===== src/rtl/alu_share_arbiter.sv =====
// alu_share_arbiter: round-robin sharing of one combinational ALU among NUM_REQ requesters.
// Optional per-requester grant counters on perf_grants when ALU_ARB_PERF_EN is defined.
module alu_share_arbiter #(
    parameter int NUM_REQ = 2,
    parameter int ID_W    = 2
) (
    input  logic                  clk,
    input  logic                  rst_n,
`ifdef ALU_ARB_PERF_EN
    output logic [NUM_REQ*16-1:0] perf_grants,
`endif
    input  logic [NUM_REQ-1:0]    req_valid,
    output logic [NUM_REQ-1:0]    req_ready,
    input  logic [NUM_REQ*32-1:0] req_a,
    input  logic [NUM_REQ*32-1:0] req_b,
    input  logic [NUM_REQ*4-1:0]  req_sel,
    output logic [31:0]           alu_a,
    output logic [31:0]           alu_b,
    output logic [3:0]            alu_sel,
    input  logic [31:0]           alu_out,
    input  logic                  alu_zero,
    input  logic                  alu_ovf,
    output logic                  rsp_valid,
    input  logic                  rsp_ready,
    output logic [ID_W-1:0]       rsp_id,
    output logic [31:0]           rsp_data,
    output logic                  rsp_zero,
    output logic                  rsp_ovf
);
    typedef enum logic [1:0] {IDLE, EXEC, RESP} state_t;
    state_t state, state_nx;
    logic [ID_W-1:0] rr_ptr, win, lo, hi, id_q;
    logic any, hit, hs;
    logic [31:0] a_w, b_w;
    logic [3:0] sel_w;
    // Winner: lowest valid index at or above rr_ptr, else lowest valid index overall (wrap).
    always_comb begin
        lo = '0;
        hi = '0;
        any = 1'b0;
        hit = 1'b0;
        for (int i = NUM_REQ - 1; i >= 0; i--) begin
            if (req_valid[i]) begin
                lo = ID_W'(i);
                any = 1'b1;
            end
            if (req_valid[i] && i >= int'(rr_ptr)) begin
                hi = ID_W'(i);
                hit = 1'b1;
            end
        end
        win = hit ? hi : lo;
    end
    assign hs = (state == IDLE) && any;
    always_comb begin
        req_ready = '0;
        a_w = '0;
        b_w = '0;
        sel_w = '0;
        for (int i = 0; i < NUM_REQ; i++) begin
            req_ready[i] = hs && rst_n && (win == ID_W'(i));
            if (win == ID_W'(i)) begin
                a_w = req_a[32*i +: 32];
                b_w = req_b[32*i +: 32];
                sel_w = req_sel[4*i +: 4];
            end
        end
    end
    always_comb begin
        state_nx = state;
        case (state)
            IDLE:    state_nx = any ? EXEC : IDLE;
            EXEC:    state_nx = RESP;
            RESP:    state_nx = rsp_ready ? IDLE : RESP;
            default: state_nx = IDLE;
        endcase
    end
    always_ff @(posedge clk or negedge rst_n) begin
        if (!rst_n) begin
            state <= IDLE;
            rr_ptr <= '0;
            id_q <= '0;
            alu_a <= '0;
            alu_b <= '0;
            alu_sel <= '0;
            rsp_valid <= 1'b0;
            rsp_id <= '0;
            rsp_data <= '0;
            rsp_zero <= 1'b0;
            rsp_ovf <= 1'b0;
        end else begin
            state <= state_nx;
            if (hs) begin
                alu_a <= a_w;
                alu_b <= b_w;
                alu_sel <= sel_w;
                id_q <= win;
                rr_ptr <= (win == ID_W'(NUM_REQ - 1)) ? '0 : win + 1'b1;
            end
            if (state == EXEC) begin
                rsp_valid <= 1'b1;
                rsp_id <= id_q;
                rsp_data <= alu_out;
                rsp_zero <= alu_zero;
                rsp_ovf <= alu_ovf;
            end
            if (state == RESP && rsp_ready)
                rsp_valid <= 1'b0;
        end
    end
`ifdef ALU_ARB_PERF_EN
    always_ff @(posedge clk or negedge rst_n) begin
        if (!rst_n)
            perf_grants <= '0;
        else
            for (int i = 0; i < NUM_REQ; i++)
                if (hs && win == ID_W'(i) && perf_grants[16*i +: 16] != 16'hFFFF)
                    perf_grants[16*i +: 16] <= perf_grants[16*i +: 16] + 16'd1;
    end
`endif
endmodule

===== config.mk =====
export PLATFORM = sky130hd
export DESIGN_NAME = alu_share_arbiter
export DESIGN_NICKNAME = d
export VERILOG_FILES = /design/src/rtl/alu_share_arbiter.sv
export SDC_FILE = /design/constraint.sdc
export NUM_CORES = 1
export LEC_CHECK = 0
export ABC_CLOCK_PERIOD_IN_PS = 2400
export CAP_MARGIN = 20
export CORE_AREA = 8 8 102 104
export CTS_BUF_LIST = sky130_fd_sc_hd__clkbuf_8
export DETAILED_ROUTE_END_ITERATION = 8
export DIE_AREA = 0 0 110 112
export DONT_BUFFER_PORTS = 1
export PLACE_DENSITY = 0.78
export SLEW_MARGIN = 30
export SYNTH_ARGS = -nofsm -noshare
export SYNTH_HDL_FRONTEND = slang
export SYNTH_SLANG_ARGS = --single-unit

===== constraint.sdc =====
create_clock -name clk -period 2.4 [get_ports clk]
set_input_delay 0.72 -clock clk [delete_from_list [all_inputs] [get_ports clk]]
set_output_delay 0.72 -clock clk [all_outputs]
set_load 0.02 [all_outputs]

**Word-level counts from Yosys, hierarchy flattened**

Cells that the tools add are included.

- Bits in registers: 111
- Bits of input ports: 175
- Logic and storage cells: 48

- Eq/ne operators: 3
- Reduce and logical (&&, ||, !) cells: 10
- Order comparisons: 2
- Muxes and demuxes: 21
- Add/sub/neg operators: 1

Operator list:

| cell | number |
|---|---|
| 32-bit 2-to-1 mux | 4 |
| 1-bit 2-to-1 mux | 10 |
| 2-bit 2-to-1 mux | 4 |
| 4-bit 2-to-1 mux | 2 |
| 1-bit logical AND | 7 |
| 2-bit one-hot mux with 3 select lines | 1 |
| 2-bit by 1-bit == test with 1-bit output, second input constant | 2 |
| 1-bit by 2-bit greater-or-equal comparator with 1-bit output, first input constant | 2 |
| 2-bit zero test | 2 |
| 2-bit by 1-bit adder with 2-bit output, second input constant | 1 |
| 2-bit == test, second input constant | 1 |
| 2-bit nonzero test | 1 |

**Longest topological paths before layout**

Gate-level depths: netlist of the first run.

- Depth after elaboration: 8
- Depth in mapped cells: 7
- Mapped depth without buffers: 3

**Worst setup path before layout of the first run**

OpenSTA, ideal clock, no wires.

- Path kind: in2out
- From: in req_valid[1]
- To: out req_ready[1]
- Stages: 6
- Arrival time: 1.689 ns
- Required time: 1.680 ns
- Path buffers: 3
- Slack: -0.009 ns
- Cell sequence: buf_6 > or2_1 > buf_2 > and2_4 > buf_6 > and3_1

- Word-level cells in the longest chain between the ends: 6

Ends and longest elaborated chain:

| item | line | text |
|---|---|---|
| start, declared | 12 | `input logic [NUM_REQ-1:0] req_valid,` |
| 1-bit logical AND | 47 | `if (req_valid[i] && i >= int'(rr_ptr)) begin` |
| 1-bit 2-to-1 mux | 47 |  |
| 2-bit 2-to-1 mux / 1-bit 2-to-1 mux (equally long branches) | 47 |  |
| 2-bit 2-to-1 mux | 52 | `win = hit ? hi : lo;` |
| 2-bit by 1-bit == test with 1-bit output | 61 | `req_ready[i] = hs && rst_n && (win == ID_W'(i));` |
| 1-bit logical AND (*) | 61 |  |
| end, declared | 13 | `output logic [NUM_REQ-1:0] req_ready,` |

Every way passes the cells marked *; elsewhere a longest branch is shown, timed or not.

**Worst setup path after layout of the first run**

- From: reg rr_ptr[0]
- To: out req_ready[0]

- Word-level cells in the longest chain between the ends: 7

Ends and longest elaborated chain:

| item | line | text |
|---|---|---|
| start, declared | 32 | `logic [ID_W-1:0] rr_ptr, win, lo, hi, id_q;` |
| start signal, assigned | 98 | `rr_ptr <= (win == ID_W'(NUM_REQ - 1)) ? '0 : win + 1'b1;` |
| 1-bit by 2-bit greater-or-equal comparator with 1-bit output | 47 |  |
| 1-bit logical AND | 47 |  |
| 1-bit 2-to-1 mux | 47 |  |
| 2-bit 2-to-1 mux / 1-bit 2-to-1 mux (equally long branches) | 47 |  |
| 2-bit 2-to-1 mux (*) | 52 |  |
| 2-bit zero test (*) | 61 |  |
| 1-bit logical AND (*) | 61 |  |

Marked as above.

==> results of run 1 <==
-- flip-flops by register name, indices dropped and copies added, names as in the netlist --
name and count:
rsp_data 32, rsp_valid 1, id_q 1, alu_b 32
rsp_id 1, rr_ptr 1, alu_a 32, alu_sel 4
rsp_zero 1, rsp_ovf 1, state 2
-- stage by stage --
stage	utilization	power, mW	instances
final	0.576	7.95	573
after global routing	0.576	8.44	573
after CTS	0.572	7.98	571
after detailed placement	0.549	6.89	555
after global placement	0.549	6.74	555
after floorplan	-	6.34	494
-- power groups by stage --
stage               combinational (mW)  sequential (mW)  clock [mW]
floorplan                         1.99             4.35           0
global placement                  2.07             4.67           0
detailed placement                2.19             4.70           0
CTS                               2.17             4.67        1.14
global route                      2.47             4.76        1.21
finish                            2.21             4.64        1.11
-- worst reg2reg max path, stage by stage, from the launching register on --
cell and delay, ns:
dfrtp_1 0.45, nor2_4 0.13, and2_4 0.15, buf_4 0.59
mux2_4 0.35
-- layer usage --
metal	global-route usage	up-vias
li1	-	1749
met1	0.245	1937
met2	0.387	273
met3	0.104	22
met4	0.0586	0
met5	0	-
-- cells in the mapped netlist, drive strengths merged --
master,number,area share
clkbuf,35,0.026
mux2,36,0.082
and2,1,0.0018
nand3,68,0.068
inv,2,0.0015
buf,23,0.035
nand2,2,0.0015
or2,1,0.0013
a31oi,68,0.086
conb,1,0.00075
nor2,4,0.0030
and2b,1,0.0015
dfrtp,108,0.54
and3b,1,0.0018
nand2b,2,0.0025
o21ai,69,0.069
a21oi,71,0.072
and3,1,0.0013
-- worst paths after layout --
check | startpoint | end | slack (ns) | cells after the start
max in group asynchronous | rst_n | alu_a[3]$_DFFE_PN0P_ | 1.64 | 1
max | rr_ptr[0]$_DFFE_PN0P_ | req_ready[0] | 0.20 | 3
min | rst_n | alu_a[8]$_DFFE_PN0P_ | 0.04 | 0
min in group clk | alu_out[30] | rsp_data[30]$_DFFE_PN0N_ | 0.49 | 1
min reg2reg | id_q[0]$_DFFE_PN0P_ | rsp_id[0]$_DFFE_PN0N_ | 0.56 | 1
max reg2reg | state[1]$_DFF_PN0_ | id_q[0]$_DFFE_PN0P_ | 0.63 | 4
-- cells by family after synthesis --
kind of cell | Yosys count | synth area share
AO/OA/AOI/OAI | 208 | 0.227
buffers and inverters | 60 | 0.0634
flip-flops | 108 | 0.544
multiplexers | 36 | 0.0823
other | 1 | 0.000755
AND/OR/NAND/NOR | 81 | 0.0831
-- what timing repair did --
item / 4_1_cts / 5_1_grt
endpoints found under the hold margin: 0 / 46
hold buffers: 0 / 2
buffers inserted: 0 / 0
-- cell type report --
cell class / instances / area, um^2
fillers: 784 / 3770
inverters: 2 / 7.51
flip-flops and latches: 108 / 2700
multi-input cells: 326 / 1970
well taps: 111 / 139
clock inverters: 7 / 83.8
repair buffers: 10 / 97.6
clock buffers: 9 / 124
==> results_dict.tcl, run 1 <==
set metrics [dict create \
    cell_family_contributing_the_most_delay_on_the_critical_path "simple AND/OR/NAND/NOR gates" \
    boundaryPins 282 \
    post_cts_resized 0 \
    chipWidth_um 110 \
    critPathMaxStageDelay_ns 0.38 \
    max_freq_mhz 455 \
    mostFrequentLayoutCells "dfrtp_1 (108), a21oi_1 (71), o21ai_0 (69)" \
    synth_cells 494 \
    placementRows 35 \
    number_of_antenna_violations_at_the_first_check_in_global_routing 0 \
    combPwrFrac 0.277 \
    core_area_um2 8890 \
    critical_path.cell_chain "and2b_2 > nor2_1 > and3b_1" \
    internal-power_mw 4.12 \
    dpl_worst_slack_ns 0.253 \
    combined_global_route_utilization_of_all_metal_layers 0.227 \
    yosys.cell_types.count 22 \
    vdd_drop_max_v 0.000599 \
    share_seq_of_total_power 0.584 \
    layout-drive-gt1-share 0.147 \
    route.top_layer_used "met4" \
    port_buffers 0 \
    setup.worst_path.end_class "primary output" \
    cts.sink_count 108 \
    clk_root_buffer_cell "clkbuf_8" \
    cap_violations 0 \
    ant_nets 0 \
    finalSetupViolCount 0 \
    first_global_vias 3979 \
    sum_of_met3_wire_segment_lengths_after_detailed_routing_um 2050 \
    critical_path.max_fanout 4 \
    route.layer.met1.wl_um 5190 \
    detailed_place_hpwl_um 10500 \
    synth-seq-cells 108 \
    largest_net_degree_at_the_start_of_global_routing 111 \
    finalHoldWorstSlack_ns 0.0433 \
    routedWlPerCell_um 26.4 \
    yosysWarningCount 0 \
    design.die.area_um2 12300 \
    power.share.clock 0.139 \
    detailroute.wirelength.met2_um 7670 \
    worstPathBufferInverterCount 0 \
    flow.area_growth_from_synthesis_pct 3.07 \
    dr.first_iter.drc_count 350 \
    grt_first_pass_wirelength_um 21900 \
    initial_utilization 0.559 \
    netSwitchingPower_mw 3.83 \
    placement.cell_area_um2 4880 \
    rsz0062_at_grt "false" \
    worst_slew_margin_rel 0.506 \
    nNetsFinal 632 \
    period_needed_ns 2.20 \
    cts_buffers 9 \
    synth_area_per_cell_um2 10.1 \
    drc 0 \
    finalHoldViolCount 0 \
    setup_ws_ns 0.204 \
    dr.pass1.iters 5 \
    synth_area_um2 4970 \
    cp_slowest_cell "dfrtp_1" \
    power_switching_share 0.482 \
    fin_setup_tns_ns 0 \
    layout.cells.most_common "dfrtp_1" \
    fp.dieH_um 112 \
    cts.htree.levels 3 \
    run_status "completed" \
    layout.cell_area.non_filler_um2 5120 \
    timing.hold.worst.class "in -> async" \
    drt-total-wl_um 15100 \
    worstMarginPinSlew_ns 0.741 \
    cts_buffer_depth 2 \
    synth_seq_area_share 0.544 \
    cp.arrival_ns 1.48 \
    power_density_nw_per_um2 1550 \
    cts.reportedPaths.clkPinSlew_ns 0.11 \
    synthesis.nets 669 \
    cts_tree "yes" \
    dr_total_vias 3981 \
    detail_routed_via_count_per_cell 6.95 \
    worstSkewPairLatency_ns 0.37 \
    gr-total-overflow 0 \
    crit_path_start_kind "register" \
    cp.required_ns 1.68 \
    timing.clock.skew_ns 0.0148 \
    final_min_period_over_clock_period 0.915 \
    gp_routability_congestion 0.783 \
    power.leakage_nw 1.98 \
    timing.setup.critical_path_class "reg -> out" \
    maxSlewViolCount 0 \
    diodes 0 \
]
Note: power is estimated with default switching activity, not from simulation.
==> run 2, diff against run 1 <==
--- a/config.mk
+++ b/config.mk
@@ -7,12 +7,12 @@
 export LEC_CHECK = 0
 export ABC_CLOCK_PERIOD_IN_PS = 2400
 export CAP_MARGIN = 20
-export CORE_AREA = 8 8 102 104
+export CORE_AREA = 5 5 105 107
 export CTS_BUF_LIST = sky130_fd_sc_hd__clkbuf_8
 export DETAILED_ROUTE_END_ITERATION = 8
 export DIE_AREA = 0 0 110 112
 export DONT_BUFFER_PORTS = 1
-export PLACE_DENSITY = 0.78
+export PLACE_DENSITY = 0.71
 export SLEW_MARGIN = 30
 export SYNTH_ARGS = -nofsm -noshare
 export SYNTH_HDL_FRONTEND = slang
==> run 2 against run 1 <==
  * Utilization fell by 6.5 points
  * Clock-buffer cell count did not move
  * Critical endpoint unchanged
  * First-iteration DRC count rose by 13%
  * Largest power group unchanged
  * Sequential power barely moved
  * Total power fell by 0.96%
  * Die area did not move
  * Global-route usage rose by 0.43 points
  * Register-to-register slack got worse by 0.08 ns
  * Setup slack got worse by 0.055 ns
==> results_dict.tcl, run 2 (synthesis results as in run 1) <==
set metrics [dict create \
    first_global_vias 4110 \
    ant_nets 0 \
    critPathMaxStageDelay_ns 0.31 \
    worstSkewPairLatency_ns 0.38 \
    combined_global_route_utilization_of_all_metal_layers 0.231 \
    boundaryPins 282 \
    grt_first_pass_wirelength_um 22400 \
    flow.area_growth_from_synthesis_pct 3.25 \
    post_cts_resized 0 \
    vdd_drop_max_v 0.000676 \
    placementRows 37 \
    dr_total_vias 3997 \
    cts_buffers 9 \
    dpl_worst_slack_ns 0.200 \
    period_needed_ns 2.25 \
    postLayoutCoreUtil 0.511 \
    fp.dieH_um 112 \
    post_cts.repair.setup_buffers 0 \
    route.top_layer_used "met4" \
    drt-total-wl_um 15000 \
    run_status "completed" \
    cp.required_ns 1.68 \
    total_power_mw 7.88 \
    reg_to_reg_critical_path_endpoint "alu_a[6]$_DFFE_PN0P_" \
    layout.cells.most_common "dfrtp_1" \
    timing.hold.worst.class "in -> async" \
    cts.htree.levels 3 \
    design.die.area_um2 12300 \
    setup_ws_ns 0.149 \
    finalHoldViolCount 0 \
    cp_slowest_cell "or2_2" \
    layout.cell_area.non_filler_um2 5130 \
    gp_routability_congestion 0.803 \
    routedWlPerCell_um 24.9 \
    timing.clock.skew_ns 0.0107 \
    critical_path.reg2reg.startpoint "state[1]$_DFF_PN0_" \
    detailed_place_hpwl_um 9950 \
    finalHoldWorstSlack_ns 0.0324 \
    timing.setup.critical_path_class "in -> out" \
    core_area_um2 10000 \
    gr-total-overflow 0 \
    chipWidth_um 110 \
    initial_utilization 0.495 \
    dr.pass1.iters 7 \
    placement.cell_area_um2 4920 \
    max_freq_mhz 444 \
    nNetsFinal 635 \
    number_of_antenna_violations_at_the_first_check_in_global_routing 0 \
    cts.reportedPaths.clkPinSlew_ns 0.10 \
    finalSetupViolCount 0 \
    rsz0062_at_grt "false" \
    setup.worst_path.end_class "primary output" \
    cp.arrival_ns 1.53 \
    worst_slew_margin_rel 0.495 \
    layout-drive-gt1-share 0.146 \
    detailroute.wirelength.met2_um 7580 \
    route.layer.met1.wl_um 5030 \
    detail_routed_via_count_per_cell 6.65 \
    critical_path.max_fanout 70 \
    sum_of_met3_wire_segment_lengths_after_detailed_routing_um 1880 \
    power_density_nw_per_um2 1540 \
    cts_buffer_depth 2 \
    worstMarginPinSlew_ns 0.757 \
    final_min_period_over_clock_period 0.938 \
    diodes 0 \
    power.leakage_nw 1.97 \
    reg2reg_setup_slack_ns 0.55 \
    cap_violations 0 \
    layout_top_registers "alu_a: 32 flops, alu_b: 32 flops, rsp_data: 32 flops" \
    cts_tree "yes" \
    r2r_depth 5 \
    mostFrequentLayoutCells "dfrtp_1 (108), a21oi_1 (71), o21ai_0 (69)" \
    critical_path.cell_chain "or2_2 > and2_4 > and3b_1" \
    maxSlewViolCount 0 \
    port_buffers 0 \
    largest_net_degree_at_the_start_of_global_routing 111 \
    crit_path_start_kind "primary input" \
    cts.sink_count 108 \
    dr.first_iter.drc_count 394 \
    layout.filler_cells 946 \
    clk_root_buffer_cell "clkbuf_8" \
    drc 0 \
]
==> run 2: timing repair <==
action	CTS	global route
hold endpoints to repair	0	8
endpoints found under the setup margin	0	0
hold buffers	0	4
==> run 2: metrics by stage <==
stage,instances,setup TNS [ns]
6_report,601,0
3_5_place_dp,581,0
5_1_grt,601,0
4_1_cts,597,0
2_1_floorplan,494,-0.00851
3_3_place_gp,581,0
==> run 2: routing by layer <==
metal / vias up / GRT usage
met5: - / 0
met2: 270 / 0.397
met3: 35 / 0.0870
li1: 1744 / -
met4: 0 / 0.0948
met1: 1948 / 0.254
==> run 2: worst max path at each step <==
stage / from / end / slack, ns
2_1_floorplan: req_valid[1] / req_ready[0] / -0.009
3_3_place_gp: req_valid[1] / req_ready[0] / 0.21
3_5_place_dp: req_valid[1] / req_ready[0] / 0.20
4_1_cts: rr_ptr[0]$_DFFE_PN0P_ / req_ready[0] / 0.15
5_1_grt: rr_ptr[0]$_DFFE_PN0P_ / req_ready[0] / 0.10
6_report: req_valid[1] / req_ready[0] / 0.15
==> run 2: final cells by class <==
class | instances | area [um^2] | share of cell area
clock buffers | 9 | 124 | 0.0241
clock inverters | 7 | 51.3 | 0.0100
inverters | 2 | 7.51 | 0.00146
flip-flops and latches | 108 | 2700 | 0.527
well taps | 136 | 170 | 0.0332
multi-input cells | 326 | 1970 | 0.384
repair buffers | 13 | 108 | 0.0210
==> run 2: where the power goes <==
| part | internal [mW] | switching, mW |
|---|---|---|
| Clock | 0.383 | 0.640 |
| Sequential | 2.75 | 1.87 |
| Combinational | 0.965 | 1.27 |
==> run 2: worst max-delay path, delay by kind of cell <==
family           cells  cell delay, ns
and+or+nand+nor      3            0.78
==> run 3, diff against run 2 <==
--- a/config.mk
+++ b/config.mk
@@ -12,7 +12,7 @@
 export DETAILED_ROUTE_END_ITERATION = 8
 export DIE_AREA = 0 0 110 112
 export DONT_BUFFER_PORTS = 1
-export PLACE_DENSITY = 0.71
+export PLACE_DENSITY = 0.65
 export SLEW_MARGIN = 30
 export SYNTH_ARGS = -nofsm -noshare
 export SYNTH_HDL_FRONTEND = slang
==> run 3 against run 2 <==
  * Sequential power about the same
  * Non-clock buffer count decreased by 4
  * Largest power group unchanged
  * Design area up 0.17%
  * Critical path depth is the same
  * Cell count fell by 0.67%
  * Highest routed layer unchanged
  * Largest cell class unchanged
==> results_dict.tcl, run 3 (synthesis results as in run 1) <==
set metrics [dict create \
    fin_setup_tns_ns 0 \
    dr.pass1.iters 5 \
    rsz0062_at_grt "false" \
    finalHoldViolCount 0 \
    mostFrequentLayoutCells "dfrtp_1 (108), a21oi_1 (71), o21ai_0 (69)" \
    layout-drive-gt1-share 0.145 \
    nNetsFinal 631 \
    share_seq_of_total_power 0.579 \
    power.share.clock 0.146 \
    dr.first_iter.drc_count 234 \
    initial_utilization 0.495 \
    diodes 0 \
    cp.arrival_ns 1.47 \
    gp_routability_congestion 0.806 \
    detailed_place_hpwl_um 9690 \
    final-seq-area_um2 2700 \
    run_status "completed" \
    finalSetupViolCount 0 \
    dpl_worst_slack_ns 0.249 \
    gr-total-overflow 0 \
    chipWidth_um 110 \
    boundaryPins 282 \
    timing.hold.worst.class "in -> async" \
    period_needed_ns 2.19 \
    cts.htree.levels 3 \
    core_area_um2 10000 \
    timing.clock.skew_ns 0.00715 \
    layout.filler_cells 911 \
    layout.cells.most_common "dfrtp_1" \
    cts.sink_count 108 \
    combined_global_route_utilization_of_all_metal_layers 0.227 \
    detail_routed_via_count_per_cell 6.50 \
    largest_net_degree_at_the_start_of_global_routing 111 \
    internal-power_mw 4.24 \
    dr_total_vias 3880 \
    setup.worst_path.end_class "primary output" \
    vdd_drop_max_v 0.000571 \
    ant_nets 0 \
    routedWlPerCell_um 24.0 \
    critical_path.cell_chain "or2_2 > and2_4 > and3b_1" \
    port_buffers 0 \
    worstMarginPinSlew_ns 0.737 \
    worst_slew_margin_rel 0.509 \
    cts.reportedPaths.clkPinSlew_ns 0.10 \
    critPathMaxStageDelay_ns 0.31 \
    fp.dieH_um 112 \
    post_cts_resized 0 \
    layout_top_registers "alu_a: 32 flops, alu_b: 32 flops, rsp_data: 32 flops" \
    setup_ws_ns 0.210 \
    critical_path.max_fanout 70 \
    worstSkewPairLatency_ns 0.37 \
    placementRows 37 \
    drt-total-wl_um 14300 \
    drc 0 \
    cts_buffers 9 \
    first_global_vias 3988 \
    timing.setup.critical_path_class "in -> out" \
    number_of_antenna_violations_at_the_first_check_in_global_routing 0 \
    cp_slowest_cell "or2_2" \
    netSwitchingPower_mw 3.72 \
    cp.required_ns 1.68 \
    grt_first_pass_wirelength_um 21900 \
    power.leakage_nw 1.97 \
    clk_root_buffer_cell "clkbuf_8" \
    max_freq_mhz 457 \
    final_min_period_over_clock_period 0.912 \
    cts_buffer_depth 2 \
    crit_path_start_kind "primary input" \
    power_density_nw_per_um2 1550 \
    multi_input_comb_area_um2 1970 \
    cap_violations 0 \
    maxSlewViolCount 0 \
    r2r_depth 5 \
    flow.area_growth_from_synthesis_pct 3.42 \
    design.die.area_um2 12300 \
    cts_tree "yes" \
    power_switching_share 0.467 \
    combPwrFrac 0.275 \
]
[run 3: metal layers]
layer	vias to the layer above	global-route usage	routed length [um]
met5	-	0	0
met4	0	0.104	469
met3	31	0.0835	1780
met2	234	0.366	7080
met1	1879	0.265	4980
li1	1736	-	-
[run 3: metrics by stage]
step,area [um^2],utilization,power (mW),hold slack (ns),instances
6_report,5140,0.512,7.95,0.0303,597
5_1_grt,5140,0.512,8.46,0.000722,597
4_1_cts,5130,0.511,8.03,0.0124,596
3_5_place_dp,4920,0.490,6.89,0.427,580
3_3_place_gp,4920,0.490,6.76,0.427,580
2_1_floorplan,4970,-,6.34,0.424,494
[run 3: layout make-up]
cell class	count	area share
Inverter	2	0.00146
Clock buffer	10	0.0268
Timing Repair Buffer	9	0.0161
Tap cell	136	0.0331
Clock inverter	6	0.0139
Sequential cell	108	0.526
Multi-Input combinational cell	326	0.383
[run 3: path summary, 6_finish.rpt]
path | endpoint | start | slack, ns
max in group asynchronous | alu_b[20]$_DFFE_PN0P_ | rst_n | 1.38
worst max-delay path | req_ready[0] | req_valid[1] | 0.21
worst max register to register | alu_a[21]$_DFFE_PN0P_ | state[1]$_DFF_PN0_ | 0.64
worst min-delay path | alu_b[31]$_DFFE_PN0P_ | rst_n | 0.03
min in group clk | rsp_data[30]$_DFFE_PN0N_ | alu_out[30] | 0.49
worst min register to register | rsp_id[0]$_DFFE_PN0N_ | id_q[0]$_DFFE_PN0P_ | 0.54
[run 3: critical path, delay by kind of cell]
| family | cells | cell delay, ns |
|---|---|---|
| AND/OR/NAND/NOR | 3 | 0.72 |
[run 3: what timing repair did]
| action | CTS | global route |
|---|---|---|
| endpoints found under the hold margin | 0 | 9 |
| hold buffers | 0 | 1 |
| endpoints found under the setup margin | 0 | 0 |
| buffers inserted | 0 | 0 |
[run 3: power by group through the flow]
| stage | registers [mW] | logic, mW | clock network, mW |
|---|---|---|---|
| after floorplan | 4.35 | 1.99 | 0 |
| after global placement | 4.64 | 2.12 | 0 |
| after detailed placement | 4.66 | 2.23 | 0 |
| after CTS | 4.63 | 2.21 | 1.19 |
| after global routing | 4.72 | 2.48 | 1.26 |
| final | 4.61 | 2.18 | 1.16 |
